==> src/rtl/conway_pkg.sv <==
// rtl/conway_pkg.sv - shared widths and FSM encoding for the Life sequencer
//
// Default grid/counter widths and the sequencer state encoding. States are
// plain logic constants so older netlists and waveform decoders that expect
// a fixed 3-bit encoding keep working.
package conway_pkg;

  localparam int ROWS_DEF  = 8;   // grid rows, one row word per handshake
  localparam int COLS_DEF  = 8;   // grid columns, width of one row word
  localparam int GEN_W_DEF = 16;  // generation counter / limit width
  localparam int DIV_W_DEF = 16;  // step divider width

  typedef logic [2:0] seq_state_t;

  localparam seq_state_t ST_LOAD   = 3'd0;  // accepting rows into the shadow register
  localparam seq_state_t ST_COMMIT = 3'd1;  // one-cycle core capture of the shadow
  localparam seq_state_t ST_ARMED  = 3'd2;  // pattern in core, waiting for START
  localparam seq_state_t ST_RUN    = 3'd3;  // issuing generations
  localparam seq_state_t ST_HALT   = 3'd4;  // stopped, stable or limit reached

endpackage

==> src/rtl/conway_seq_ctrl_if.sv <==
// rtl/conway_seq_ctrl_if.sv - row stream valid/ready interface into the sequencer
//
// Signals:
//   ROW_DATA  - one grid row, bit c is column c
//   ROW_VALID - source has a row on ROW_DATA
//   ROW_READY - sequencer can take a row this cycle
// Modports: master = row source, slave = sequencer.
interface conway_seq_ctrl_if
  import conway_pkg::*;
#(
  parameter int DATA_W = COLS_DEF
) ();

  logic [DATA_W-1:0] ROW_DATA;
  logic              ROW_VALID;
  logic              ROW_READY;

  modport master (output ROW_DATA, output ROW_VALID, input ROW_READY);
  modport slave  (input ROW_DATA, input ROW_VALID, output ROW_READY);

endinterface

==> src/rtl/conway_row_loader.sv <==
// rtl/conway_row_loader.sv - row index counter and shadow pattern register
//
// Ports:
//   clk, rst_n - clock, asynchronous active-low reset
//   wr_en      - a row transfers this cycle
//   clr        - restart row indexing at row 0 (shadow keeps its contents)
//   row_data   - incoming row word
//   shadow     - assembled pattern, row r at shadow[COLS*r +: COLS]
//   last_row   - the next transfer completes the pattern
module conway_row_loader
  import conway_pkg::*;
#(
  parameter int ROWS = ROWS_DEF,
  parameter int COLS = COLS_DEF
) (
  input  logic                 clk,
  input  logic                 rst_n,
  input  logic                 wr_en,
  input  logic                 clr,
  input  logic [COLS-1:0]      row_data,
  output logic [ROWS*COLS-1:0] shadow,
  output logic                 last_row
);

  localparam int IDX_W = (ROWS > 1) ? $clog2(ROWS) : 1;

  logic [IDX_W-1:0] row_idx;

  assign last_row = (row_idx == IDX_W'(ROWS - 1));

  always_ff @(posedge clk or negedge rst_n) begin
    if (!rst_n) begin
      row_idx <= '0;
      shadow  <= '0;
    end else if (clr) begin
      row_idx <= '0;
    end else if (wr_en) begin
      shadow[COLS*row_idx +: COLS] <= row_data;
      // Wrapping on the last row leaves the index ready for the next reload.
      row_idx <= last_row ? '0 : row_idx + 1'b1;
    end
  end

endmodule

==> src/rtl/conway_seq_ctrl.sv <==
// rtl/conway_seq_ctrl.sv - load/commit/run sequencer for the 8x8 Life core
//
// Ports:
//   CLK, RESET_N          - clock, asynchronous active-low reset
//   row_if (slave)        - ROW_DATA/ROW_VALID/ROW_READY row stream
//   START, STOP, RELOAD   - one-cycle control pulses
//   STEP_DIV              - cycles per generation (0 behaves as 1)
//   MAX_GEN               - generation limit (0 = unlimited)
//   CURRENT_STATE         - core memory contents
//   NEXT_STATE            - core's next-generation value
//   INITIAL_STATE         - shadow pattern driven to the core
//   LOAD_RUN              - 0 = core loads INITIAL_STATE, 1 = core evolves
//   CLK_EN                - core clock gate, changes only while CLK is low
//   GEN_COUNT             - generations issued since the last commit
//   RUNNING               - sequencer is in RUN
//   STABLE                - halted because the pattern stopped changing
module conway_seq_ctrl
  import conway_pkg::*;
#(
  parameter int ROWS  = ROWS_DEF,
  parameter int COLS  = COLS_DEF,
  parameter int GEN_W = GEN_W_DEF,
  parameter int DIV_W = DIV_W_DEF
) (
  input  logic                 CLK,
  input  logic                 RESET_N,
  conway_seq_ctrl_if.slave     row_if,
  input  logic                 START,
  input  logic                 STOP,
  input  logic                 RELOAD,
  input  logic [DIV_W-1:0]     STEP_DIV,
  input  logic [GEN_W-1:0]     MAX_GEN,
  input  logic [ROWS*COLS-1:0] CURRENT_STATE,
  input  logic [ROWS*COLS-1:0] NEXT_STATE,
  output logic [ROWS*COLS-1:0] INITIAL_STATE,
  output logic                 LOAD_RUN,
  output logic                 CLK_EN,
  output logic [GEN_W-1:0]     GEN_COUNT,
  output logic                 RUNNING,
  output logic                 STABLE
);

  seq_state_t       state;
  logic             en_req;
  logic [DIV_W-1:0] div_cnt;
  logic [DIV_W-1:0] div_last;
  logic             row_fire;
  logic             last_row;
  logic             reload_go;
  logic             step_due;
  logic             pattern_stable;
  logic [GEN_W-1:0] gen_inc;
  logic             limit_after_step;
  logic             limit_hit;

  assign row_if.ROW_READY = (state == ST_LOAD);
  assign RUNNING          = (state == ST_RUN);
  assign row_fire         = row_if.ROW_VALID & row_if.ROW_READY;

  assign reload_go = RELOAD &
                     ((state == ST_ARMED) | (state == ST_RUN) | (state == ST_HALT));

  // >= rather than == so a STEP_DIV lowered mid-run cannot strand the divider
  // above its new terminal count.
  assign div_last = (STEP_DIV == '0) ? '0 : STEP_DIV - 1'b1;
  assign step_due = (div_cnt >= div_last);

  assign pattern_stable = (NEXT_STATE == CURRENT_STATE);

  assign gen_inc          = (&GEN_COUNT) ? GEN_COUNT : GEN_COUNT + 1'b1;
  assign limit_after_step = (MAX_GEN != '0) && (gen_inc >= MAX_GEN);
  assign limit_hit        = (MAX_GEN != '0) && (GEN_COUNT >= MAX_GEN);

  conway_row_loader #(
    .ROWS (ROWS),
    .COLS (COLS)
  ) u_row_loader (
    .clk      (CLK),
    .rst_n    (RESET_N),
    .wr_en    (row_fire),
    .clr      (reload_go),
    .row_data (row_if.ROW_DATA),
    .shadow   (INITIAL_STATE),
    .last_row (last_row)
  );

  always_ff @(posedge CLK or negedge RESET_N) begin
    if (!RESET_N) begin
      state     <= ST_LOAD;
      en_req    <= 1'b0;
      div_cnt   <= '0;
      GEN_COUNT <= '0;
      LOAD_RUN  <= 1'b0;
      STABLE    <= 1'b0;
    end else begin
      en_req <= 1'b0;
      if (reload_go) begin
        state     <= ST_LOAD;
        div_cnt   <= '0;
        GEN_COUNT <= '0;
        LOAD_RUN  <= 1'b0;
        STABLE    <= 1'b0;
      end else begin
        case (state)
          ST_LOAD: begin
            if (row_fire && last_row) begin
              // The commit pulse is raised on the same edge the pattern
              // completes, so the core captures one edge later while
              // LOAD_RUN is still 0.
              state     <= ST_COMMIT;
              en_req    <= 1'b1;
              GEN_COUNT <= '0;
            end
          end
          ST_COMMIT: begin
            state    <= ST_ARMED;
            LOAD_RUN <= 1'b1;
          end
          ST_ARMED: begin
            if (START) begin
              state   <= ST_RUN;
              div_cnt <= '0;
            end
          end
          ST_RUN: begin
            if (STOP) begin
              state <= ST_HALT;
            end else if (step_due) begin
              div_cnt <= '0;
              if (pattern_stable) begin
                STABLE <= 1'b1;
                state  <= ST_HALT;
              end else begin
                en_req    <= 1'b1;
                GEN_COUNT <= gen_inc;
                if (limit_after_step) begin
                  state <= ST_HALT;
                end
              end
            end else begin
              div_cnt <= div_cnt + 1'b1;
            end
          end
          ST_HALT: begin
            if (START && !STABLE && !limit_hit) begin
              state   <= ST_RUN;
              div_cnt <= '0;
            end
          end
          default: begin
            state    <= ST_LOAD;
            LOAD_RUN <= 1'b0;
          end
        endcase
      end
    end
  end

  // Re-timing en_req onto the falling edge keeps CLK & CLK_EN free of
  // glitches: the enable only moves while CLK is low.
  always_ff @(negedge CLK or negedge RESET_N) begin
    if (!RESET_N) begin
      CLK_EN <= 1'b0;
    end else begin
      CLK_EN <= en_req;
    end
  end

endmodule
==> src/flat_wrapper.sv <==
// flat-port wrapper written by rule: the top's interface ports become plain ports
module conway_seq_ctrl_flat import conway_pkg::*;
#(
  parameter int ROWS  = ROWS_DEF,
  parameter int COLS  = COLS_DEF,
  parameter int GEN_W = GEN_W_DEF,
  parameter int DIV_W = DIV_W_DEF
)
  (CLK, RESET_N, START, STOP, RELOAD, STEP_DIV, MAX_GEN, CURRENT_STATE, NEXT_STATE, INITIAL_STATE, LOAD_RUN, CLK_EN, GEN_COUNT, RUNNING, STABLE, row_if_ROW_DATA, row_if_ROW_VALID, row_if_ROW_READY);
  conway_seq_ctrl_if row_if_i ();
  input  logic CLK;
  input  logic RESET_N;
  input  logic START;
  input  logic STOP;
  input  logic RELOAD;
  input  logic [DIV_W-1:0] STEP_DIV;
  input  logic [GEN_W-1:0] MAX_GEN;
  input  logic [ROWS*COLS-1:0] CURRENT_STATE;
  input  logic [ROWS*COLS-1:0] NEXT_STATE;
  output logic [ROWS*COLS-1:0] INITIAL_STATE;
  output logic LOAD_RUN;
  output logic CLK_EN;
  output logic [GEN_W-1:0] GEN_COUNT;
  output logic RUNNING;
  output logic STABLE;
  input wire logic [$bits(row_if_i.ROW_DATA)-1:0] row_if_ROW_DATA;
  input wire logic [$bits(row_if_i.ROW_VALID)-1:0] row_if_ROW_VALID;
  output wire logic [$bits(row_if_i.ROW_READY)-1:0] row_if_ROW_READY;
  assign row_if_i.ROW_DATA = row_if_ROW_DATA;
  assign row_if_i.ROW_VALID = row_if_ROW_VALID;
  assign row_if_ROW_READY = row_if_i.ROW_READY;
  conway_seq_ctrl #(.ROWS(ROWS), .COLS(COLS), .GEN_W(GEN_W), .DIV_W(DIV_W)) u_core (.CLK(CLK), .RESET_N(RESET_N), .row_if(row_if_i), .START(START), .STOP(STOP), .RELOAD(RELOAD), .STEP_DIV(STEP_DIV), .MAX_GEN(MAX_GEN), .CURRENT_STATE(CURRENT_STATE), .NEXT_STATE(NEXT_STATE), .INITIAL_STATE(INITIAL_STATE), .LOAD_RUN(LOAD_RUN), .CLK_EN(CLK_EN), .GEN_COUNT(GEN_COUNT), .RUNNING(RUNNING), .STABLE(STABLE));
endmodule
==> config.mk <==
export PLATFORM = sky130hd
export DESIGN_NAME = conway_seq_ctrl_flat
export DESIGN_NICKNAME = d
export VERILOG_FILES = /design/src/rtl/conway_pkg.sv /design/src/rtl/conway_seq_ctrl_if.sv /design/src/rtl/conway_row_loader.sv /design/src/rtl/conway_seq_ctrl.sv /design/src/flat_wrapper.sv
export SDC_FILE = /design/constraint.sdc
export NUM_CORES = 1
export LEC_CHECK = 0
export CAP_MARGIN = 20
export CELL_PAD_IN_SITES_DETAIL_PLACEMENT = 0
export CELL_PAD_IN_SITES_GLOBAL_PLACEMENT = 1
export CORE_UTILIZATION = 30
export DETAILED_ROUTE_END_ITERATION = 8
export PLACE_DENSITY = 0.83
export SKIP_CTS_REPAIR_TIMING = 1
export SLEW_MARGIN = 30
export SYNTH_ARGS = -nofsm -noshare
export SYNTH_HDL_FRONTEND = slang
export SYNTH_SLANG_ARGS = --single-unit
==> constraint.sdc <==
create_clock -name CLK -period 3 [get_ports CLK]
set_clock_uncertainty 0.05 [all_clocks]
set_input_delay 0.3 -clock CLK [delete_from_list [all_inputs] [get_ports CLK]]
set_output_delay 0.3 -clock CLK [all_outputs]
set_load 0.02 [all_outputs]
# Word level (Yosys, flattened, before mapping)
# Index checks and enable logic that the tools add are counted.
dict set report op_classes {
  add_sub_neg 5
  multipliers 0
  div_mod_pow 0
  n_lt_le_gt_ge 3
  eq_ne 16
  n_shift 2
  muxes 40
  n_bitwise 5
  n_reduce_logical 23
}
# operator count
set op_table {}
lappend op_table {{2-to-1 mux 16 bit} 12}
lappend op_table {{bitwise mux 64 bit} 1}
lappend op_table {{== test 64 bit} 1}
lappend op_table {{variable shift 8 x 34 -> 64 bit, first input constant} 1}
lappend op_table {{indexed part select 8 x 34 -> 64 bit} 1}
lappend op_table {{>= comparator 16 bit} 3}
lappend op_table {{case mux 16 bit (3 select lines)} 1}
lappend op_table {{negation 6 -> 34 bit} 1}
lappend op_table {{2-to-1 mux 3 bit} 11}
lappend op_table {{adder 16 x 1 -> 16 bit, second input constant} 2}
lappend op_table {{case mux 16 bit (2 select lines)} 1}
lappend op_table {{logical NOT 16 bit} 1}
lappend op_table {{AND reduction 16 bit} 1}
lappend op_table {{nonzero test 16 bit} 1}
lappend op_table {{subtractor 16 x 1 -> 16 bit, second input constant} 1}
lappend op_table {{case mux 3 bit (5 select lines)} 1}
lappend op_table {{!= test 3 x 2 -> 1 bit, second input constant} 4}
lappend op_table {{2-to-1 mux 1 bit} 11}
lappend op_table {{AND reduction 5 bit} 2}
lappend op_table {{AND reduction 4 bit} 2}
lappend op_table {{nonzero test 2 bit} 4}
lappend op_table {{== test 3 x 2 -> 1 bit, second input constant} 2}
lappend op_table {{== test 3 bit, second input constant} 2}
lappend op_table {{logical AND 1 bit} 5}
lappend op_table {{17 further kinds} 22}
dict set report totals {
  reg_bits 106
  latchBits 0
  mem_bits_rw 0
  romBits 0
  in_bits 174
  out_inout_bits 85
  wordCells 103
  memories 0
}

# Logic depth before layout (Yosys ltp)
# Gate-level depths: netlist of run 1.
dict set report depth {
  ltp_word 10
  mapped_depth 17
  depth_no_buf 14
}

# By module
# From an unflattened synthesis of run 1, not the netlist that was laid out.
dict set report hier_totals {
  hier_cells 812
  area_unflattened_um2 7738.7
}
# mod n_inst cells_each area_per_inst_um2 seq_area_each_um2
set modules_own_cells {}
lappend modules_own_cells {conway_seq_ctrl 1 591 4768.3 975.9}
lappend modules_own_cells {conway_row_loader 1 221 2970.3 1676.6}

==> results.rst, run 1 <==
.. list-table::
   :header-rows: 1

   * - Metric
     - Value
   * - Outcome
     - finished, violations left
   * - Failing checks
     - setup timing
   * - Fraction of final layout cells with drive strength greater than 1
     - about 18%
   * - Starting utilization of the core area
     - 30.90%
   * - RSZ-0062 raised after global routing
     - true
   * - Placement row count
     - 55
   * - Placeable core area
     - between 20000 and 25000 sq um
   * - Slew of the pin with the lowest slew margin
     - between 0.7 and 0.8 ns
   * - Number of port buffers
     - around 260
   * - Depth of the most critical reg-to-reg path
     - 17
   * - Reported leakage power
     - between 5 and 6 nW
   * - TritonCTS clock tree
     - yes
   * - Area of all placed cells without fillers
     - 11500 sq um
   * - # Max-Cap Violations
     - 0
   * - Sw Pwr
     - ~2.2 mW
   * - Post-synthesis sequential area ratio
     - around 37%
   * - Clock transition at the registers of the reported paths
     - roughly 0.070 ns
   * - Top-Level Pins
     - 259
   * - Maximum number of pins on one net before global-route repair
     - 84
   * - RD Place Congestion
     - around 0.86
   * - Number of nets in the final layout
     - approximately 1.4k
   * - Mapped Nets
     - 998
   * - Hold/Removal Path Class
     - input pin to async pin
   * - Share of total power consumed by net switching
     - between 30% and 40%
   * - Global-route total usage across every layer
     - 18.10%
   * - Final global-route overflow total
     - 0
   * - Total Routed Length
     - ~23000 um
   * - H-tree levels
     - 3
   * - Worst supply voltage drop on vdd
     - around 330 uV
   * - Post-layout minimum cycle time
     - roughly 3.5 ns
   * - Number of global-route vias before repair
     - around 6.8k
   * - Number of max-slew violations in the final report
     - 0
   * - Tightest slew margin relative to the limit
     - around half
   * - Data required time at the worst endpoint
     - between 3 and 4 ns
   * - Power per Cell Area
     - between 500 and 600 nW/um^2
   * - Cell count after placement
     - ~1.4k
   * - Worst setup path startpoint
     - STEP_DIV[6]
   * - First-iteration detailed-routing DRC count
     - between 200 and 250
   * - Final hold violation count
     - 0
   * - Die boundary height
     - 155.6 um
   * - Category of the worst setup path capture point
     - register
   * - Warnings, synthesis
     - 0
   * - Bufs on Longest Clock Path
     - 2
   * - Number of antenna violations at the first check in global routing
     - 1
   * - Critical R2R Launch
     - u_core.GEN_COUNT[5]
   * - Total negative slack for setup checks
     - -13.71 ns
   * - Critical path startpoint category
     - input pin
   * - Syn avg cell area
     - a little over 9 sq um
   * - Total via count in the routed design
     - between 7k and 8k
   * - Post-route setup slack
     - -0.4500 ns
   * - Clock buffers created by TritonCTS
     - 9
   * - Post-synth design cell area
     - about 7100 sq um
   * - Gate power share
     - between 40% and 50%
   * - Wire length of the first global-routing pass
     - roughly 34000 um
   * - Number of detailed-routing iterations run before antenna repair
     - 5
   * - Layout Cells excl Fill
     - about 1.4k
   * - Count of different cell masters after synthesis
     - 65
   * - Seq cells post-synth
     - ~110
   * - FFs w/ async S/R, synth
     - 100.0%
   * - Number of remaining DRC errors
     - 0
   * - Number of clock sinks
     - roughly 110
   * - Overall power after layout
     - 6.084 mW
   * - Per-cell via count in the routed design
     - around 5
   * - Die Width
     - approximately 160 um
   * - Clock Root Buffer
     - clkbuf_16
   * - Later-pin clock latency in the skew report
     - 0.36 ns
   * - Half-perimeter wire length of the detailed placement result
     - about 18000 um
   * - Internal Power
     - around 3.9 mW
   * - Cell area after placement
     - approximately 11000 sq um
   * - Synthesized instance count
     - roughly 770
   * - Type of the worst setup path
     - input pin to register
   * - Final period util
     - 115.0%
   * - Maximum operating frequency
     - about 0.29 GHz
   * - Synth Flop Type
     - dfrtp_1
   * - Arrival time reported for the critical path endpoint
     - ~3.6 ns
   * - Number of nets with antenna violations after routing
     - 0
   * - Clock power share
     - between 10% and 20%
   * - Worst slack on hold paths
     - about 0.33 ns
   * - Biggest fanout along the worst timing path
     - 6
   * - Part of the power in registers
     - about a third
   * - Register-to-Register Setup Slack
     - -0.16 ns
   * - Number of flops mapped to enable cells by yosys
     - 0
   * - Routed wire length per instance
     - between 15 and 20 um
   * - Overall die area
     - 24220 sq um
   * - Synthesis-to-layout area growth
     - 62.46%
   * - Count of final setup violators
     - 37
cells in the mapped netlist (all sizes together) (9+ instances only):
| master | number | area share, % |
|---|---|---|
| and3 | 9 | 0.79 |
| a22o | 10 | 1.2 |
| nand2 | 114 | 6.1 |
| xor2 | 76 | 9.4 |
| o31ai | 9 | 1.2 |
| nor4 | 25 | 2.3 |
| nor2 | 33 | 1.8 |
| nand2b | 13 | 1.1 |
| nand4 | 15 | 1.5 |
| ha | 56 | 9.9 |
| o21a | 9 | 0.95 |
| dfrtp | 105 | 37 |
| clkbuf | 12 | 0.64 |
| o21ai | 74 | 5.3 |
| xnor2 | 9 | 1.1 |
| a21oi | 27 | 1.9 |
| inv | 28 | 1.5 |
| mux2 | 26 | 4.1 |
| nand3 | 29 | 2.1 |
sequential cells by signal, summed over array words and instances, names as in the netlist:
signal / cells
u_core.GEN_COUNT: 16
u_core.en_req: 1
u_core.u_row_loader.shadow: 64
u_core.u_row_loader.row_idx: 3
u_core.LOAD_RUN: 1
u_core.CLK_EN: 1
u_core.state: 3
u_core.div_cnt: 16
u_core.STABLE: 1
metrics by stage:
| stage | utilization (%) | setup slack, ns |
|---|---|---|
| 2_1_floorplan | - | -0.4630 |
| 3_3_place_gp | 47.04 | -1.004 |
| 3_5_place_dp | 47.05 | -1.082 |
| 4_1_cts | 48.39 | -0.7257 |
| 5_1_grt | 50.20 | -0.6204 |
| 6_report | 50.20 | -0.4500 |
layer usage:
layer	routed length (um)	GRT usage, %	up-vias	share of wire [%]
met5	0	0	-	0
met3	1444	4.361	25	6.4
met2	11620	33.29	250	51
li1	-	-	3495	-
met1	9146	20.55	3330	40
met4	471	5.509	0	2.1
layout make-up:
| cell class | instances | area, sq um |
|---|---|---|
| diodes | 1 | 2.502 |
| multi-input cells | 616 | 4619 |
| clock inverters | 6 | 76.32 |
| flip-flops and latches | 106 | 2654 |
| repair buffers | 363 | 3427 |
| well taps | 313 | 391.6 |
| clock buffers | 10 | 229.0 |
| fillers | 2170 | 11410 |
| inverters | 28 | 105.1 |
path summary, 6_finish.rpt:
path	endpoint
max	u_core.div_cnt[12]
min	u_core.u_row_loader.shadow[35]
max reg2reg	u_core.state[2]
min reg2reg	u_core.u_row_loader.shadow[34]
max in group asynchronous	u_core.CLK_EN
min in group CLK	u_core.u_row_loader.shadow[34]
kinds of logic after synthesis:
logic type | count (synthesis) | synth area share [%]
AND/OR/NAND/NOR | 281 | 20.07
XOR/XNOR | 85 | 10.51
buffers and inverters | 48 | 2.897
flip-flops | 106 | 37.46
adder cells (fa/ha/maj) | 56 | 9.894
AO/OA/AOI/OAI | 166 | 15.04
multiplexers | 26 | 4.134
cell usage in the layout, fill, tap and decap left out, drive strengths merged, types with 10 or more instances in the layout:
cell           synthesis  final
xor2                  76     76
inv                   28     29
dfrtp                105    105
a22o                  10     10
nand4                 15     15
nor4                  25     25
mux2                  26     26
nand2b                13     13
o21ai                 74     74
nor2                  33     34
nand2                114    114
buf                    8    105
clkdlybuf4s50          0    252
a21oi                 27     27
clkbuf                12     13
nand3                 29     29
ha                    56     56
power by group through the flow:
stage | Clock (mW) | Combinational (mW) | Sequential, mW
floorplan | 0 | 0.882 | 2.48
global placement | 0 | 2.66 | 2.06
detailed placement | 0 | 2.70 | 2.07
CTS | 1.23 | 2.71 | 2.04
global route | 1.29 | 3.05 | 2.10
finish | 1.21 | 2.83 | 2.04
worst max-delay path: stages:
cell and delay (ns):
buf_6 0.09, or4_4 0.55, nor4_4 0.24, nand2b_1 0.12, nor2_2 0.14, nand4_1 0.22
buf_4 0.22, nand2b_4 0.07, ha_4 0.19, o211ai_1 0.17, o21ai_1 0.13, a211oi_2 0.28
buf_4 0.16, o211ai_1 0.11, or2_4 0.31, buf_6 0.15, o41ai_2 0.19
Power figures use the tool's default switching activity.
==> run 2: changes to the inputs <==
--- a/config.mk
+++ b/config.mk
@@ -8,9 +8,9 @@
 export CAP_MARGIN = 20
 export CELL_PAD_IN_SITES_DETAIL_PLACEMENT = 0
 export CELL_PAD_IN_SITES_GLOBAL_PLACEMENT = 1
-export CORE_UTILIZATION = 30
+export CORE_UTILIZATION = 28
 export DETAILED_ROUTE_END_ITERATION = 8
-export PLACE_DENSITY = 0.83
+export PLACE_DENSITY = 0.79
 export SKIP_CTS_REPAIR_TIMING = 1
 export SLEW_MARGIN = 30
 export SYNTH_ARGS = -nofsm -noshare
==> run 2 against run 1 <==
The run still ends with setup timing left; clock power fell by 8%; non-clock buffer count up 1; cell count increased by 0.69%; via count shrank 0.52%; combinational power hardly changed; global-route usage fell by 1.1 points; sequential share of layout area about the same; first-iteration DRC count is 46% higher; setup slack got worse by 0.14 ns; critical endpoint is now u_core.GEN_COUNT[5].
==> results.rst, run 2 (same netlist as run 1, synthesis figures left out) <==
.. list-table::
   :header-rows: 1

   * - Metric
     - Value
   * - Starting utilization of the core area
     - 28.87% (was 30.90%)
   * - Area of all placed cells without fillers
     - 11500 sq um (about the same)
   * - Reported leakage power
     - 5.131 nW (was 5.106 nW)
   * - Biggest fanout along the worst timing path
     - 5 (was 6)
   * - Post-route setup slack
     - -0.5855 ns (was -0.4500 ns)
   * - RD Place Congestion
     - 0.8028 (was 0.8601)
   * - Final hold violation count
     - 0 (unchanged)
   * - Number of flip-flops in the largest register
     - 64 (unchanged)
   * - Maximum operating frequency
     - 0.2789 GHz (was 0.2899 GHz)
   * - Number of max-slew violations in the final report
     - 0 (unchanged)
   * - Data required time at the worst endpoint
     - 3.23 ns (was 3.19 ns)
   * - Number of antenna violations at the first check in global routing
     - 0 (was 1)
   * - Critical R2R Launch
     - u_core.GEN_COUNT[9] (was u_core.GEN_COUNT[5])
   * - Routed wire length per instance
     - 15.40 um (was 15.72 um)
   * - Half-perimeter wire length of the detailed placement result
     - 17950 um (was 18220 um)
   * - First-iteration detailed-routing DRC count
     - 305 (was 209)
   * - Placeable core area
     - 24530 sq um (was 22920 sq um)
   * - Number of global-route vias before repair
     - 6865 (was 6762)
   * - Diodes inserted
     - 0 (was 1)
   * - Worst Setup Slack post-DPL
     - -1.062 ns (was -1.082 ns)
   * - Most flop-heavy register
     - u_core.u_row_loader.shadow (unchanged)
   * - Number of nets with antenna violations after routing
     - 0 (unchanged)
   * - Number of port buffers
     - 258 (unchanged)
   * - Die Width
     - 161.0 um (was 155.6 um)
   * - Failing checks
     - setup timing (unchanged)
   * - Final global-route overflow total
     - 0 (unchanged)
   * - Wire length of the first global-routing pass
     - 34980 um (was 34330 um)
   * - TritonCTS clock tree
     - yes (unchanged)
   * - Per-cell via count in the routed design
     - 4.861 (was 4.920)
   * - Worst slack on hold paths
     - 0.2811 ns (was 0.3299 ns)
   * - Synthesis-to-layout area growth
     - 62.44% (was 62.46%)
   * - # Max-Cap Violations
     - 0 (unchanged)
   * - Bufs on Longest Clock Path
     - 2 (unchanged)
   * - Number of remaining DRC errors
     - 0 (unchanged)
   * - Commonest non-fill, non-tap cell in the layout
     - clkdlybuf4s50_1 (unchanged)
   * - Global-route total usage across every layer
     - 16.98% (was 18.10%)
   * - Cell count after placement
     - 1428 (was 1415)
   * - H-tree levels
     - 3 (unchanged)
   * - Register-to-Register Setup Slack
     - -0.24 ns (was -0.16 ns)
   * - Count of final setup violators
     - 37 (unchanged)
   * - Tightest slew margin relative to the limit
     - 55.42% (was 48.36%)
   * - Clock buffers created by TritonCTS
     - 9 (unchanged)
   * - Maximum number of pins on one net before global-route repair
     - 55 (was 84)
   * - Number of clock sinks
     - 106 (unchanged)
   * - Number of detailed-routing iterations run before antenna repair
     - 5 (unchanged)
   * - Type of the worst setup path
     - input pin to register (unchanged)
   * - Overall power after layout
     - 5.986 mW (was 6.084 mW)
   * - Capturing point of the worst reg2reg path
     - u_core.state[1] (was u_core.state[2])
   * - Number of nets in the final layout
     - 1355 (was 1354)
   * - Commonest non-fill, non-tap cells in the layout
     - clkdlybuf4s50_1, nand2_1, dfrtp_1, buf_4, xor2_1 (unchanged)
   * - Clock transition at the registers of the reported paths
     - 0.07 ns (about the same)
   * - Final period util
     - 119.5% (was 115.0%)
   * - Hold/Removal Path Class
     - input pin to async pin (unchanged)
   * - Cell area after placement
     - 10810 sq um (was 10780 sq um)
   * - Overall die area
     - 25930 sq um (was 24220 sq um)
   * - Layout Cells excl Fill
     - 1453 (was 1443)
   * - Total Routed Length
     - 22370 um (was 22680 um)
   * - Top-Level Pins
     - 259 (unchanged)
   * - Depth of the most critical reg-to-reg path
     - 13 (was 17)
   * - Critical path startpoint category
     - input pin (unchanged)
   * - Outcome
     - finished, violations left (unchanged)
   * - Total via count in the routed design
     - 7063 (was 7100)
   * - RSZ-0062 raised after global routing
     - true (unchanged)
   * - Later-pin clock latency in the skew report
     - 0.35 ns (was 0.36 ns)
   * - Slew of the pin with the lowest slew margin
     - 0.6687 ns (was 0.7746 ns)
   * - Worst supply voltage drop on vdd
     - 454.9 uV (was 334.9 uV)
   * - Fill cell total of the finished layout
     - 2354 (was 2170)
   * - Power per Cell Area
     - 520.3 nW/um^2 (was 528.8 nW/um^2)
   * - Placement row count
     - 57 (was 55)
   * - Clock Root Buffer
     - clkbuf_16 (unchanged)
   * - Category of the worst setup path capture point
     - register (unchanged)
   * - Leading registers by flop count
     - u_core.u_row_loader.shadow (64), u_core.GEN_COUNT (16), u_core.div_cnt (16) (unchanged)
   * - Fraction of final layout cells with drive strength greater than 1
     - 18.16% (was 18.33%)
   * - Die boundary height
     - 161.0 um (was 155.6 um)
   * - Arrival time reported for the critical path endpoint
     - 3.82 ns (was 3.64 ns)
   * - Post-layout minimum cycle time
     - 3.586 ns (was 3.450 ns)
run 2: worst max-delay path: stages:
cell      delay, ns
buf_6          0.09
or4_4          0.54
nor4_4         0.23
nand2b_1       0.12
nor2_2         0.15
nand4_1        0.22
and2_1         0.22
ha_1           0.29
nor3b_2        0.05
o21ai_1        0.16
a211oi_2       0.11
o21a_1         0.24
buf_6          0.13
or3_4          0.36
or4_4          0.52
nand3_2        0.07
run 2: worst max path at each step:
stage	startpoint	end	depth (start not counted)
floorplan	u_core.GEN_COUNT[3]	u_core.state[1]	15
global placement	STEP_DIV[9]	u_core.GEN_COUNT[5]	16
detailed placement	STEP_DIV[9]	u_core.GEN_COUNT[15]	17
CTS	STEP_DIV[9]	u_core.GEN_COUNT[15]	17
global route	STEP_DIV[6]	u_core.GEN_COUNT[5]	16
finish	STEP_DIV[6]	u_core.GEN_COUNT[5]	16
run 2: power breakdown:
| group | leakage, nW | switching (mW) | total (mW) | internal, mW |
|---|---|---|---|---|
| combinational | 3.55 | 1.45 | 2.82 | 1.37 |
| sequential | 1.44 | 0.240 | 2.05 | 1.81 |
| clock | 0.134 | 0.543 | 1.11 | 0.570 |
| total | 5.13 | 2.23 | 5.99 | 3.75 |
run 2: area by class of cell:
class / instances / area (sq um) / area share [%]
Clock inverter: 6 / 50.05 / 0.4351
Timing Repair Buffer: 364 / 3431 / 29.82
Multi-Input combinational cell: 616 / 4633 / 40.28
Clock buffer: 9 / 225.2 / 1.958
Tap cell: 324 / 405.4 / 3.524
Inverter: 28 / 105.1 / 0.9136
Sequential cell: 106 / 2654 / 23.07
run 2: metal layers:
metal / global-route usage (%) / part of all wire (%) / vias up
li1: - / - / 3480
met1: 20.53 / 41 / 3306
met2: 30.80 / 51 / 257
met3: 2.953 / 5.9 / 20
met4: 4.588 / 1.3 / 0
met5: 0 / 0 / -
run 2: through the flow:
stage | TNS [ns] | util, %
finish | -13.51 | 46.89
global route | -20.05 | 46.89
CTS | -20.15 | 45.18
detailed placement | -33.26 | 44.05
global placement | -31.51 | 44.05
floorplan | -13.01 | -
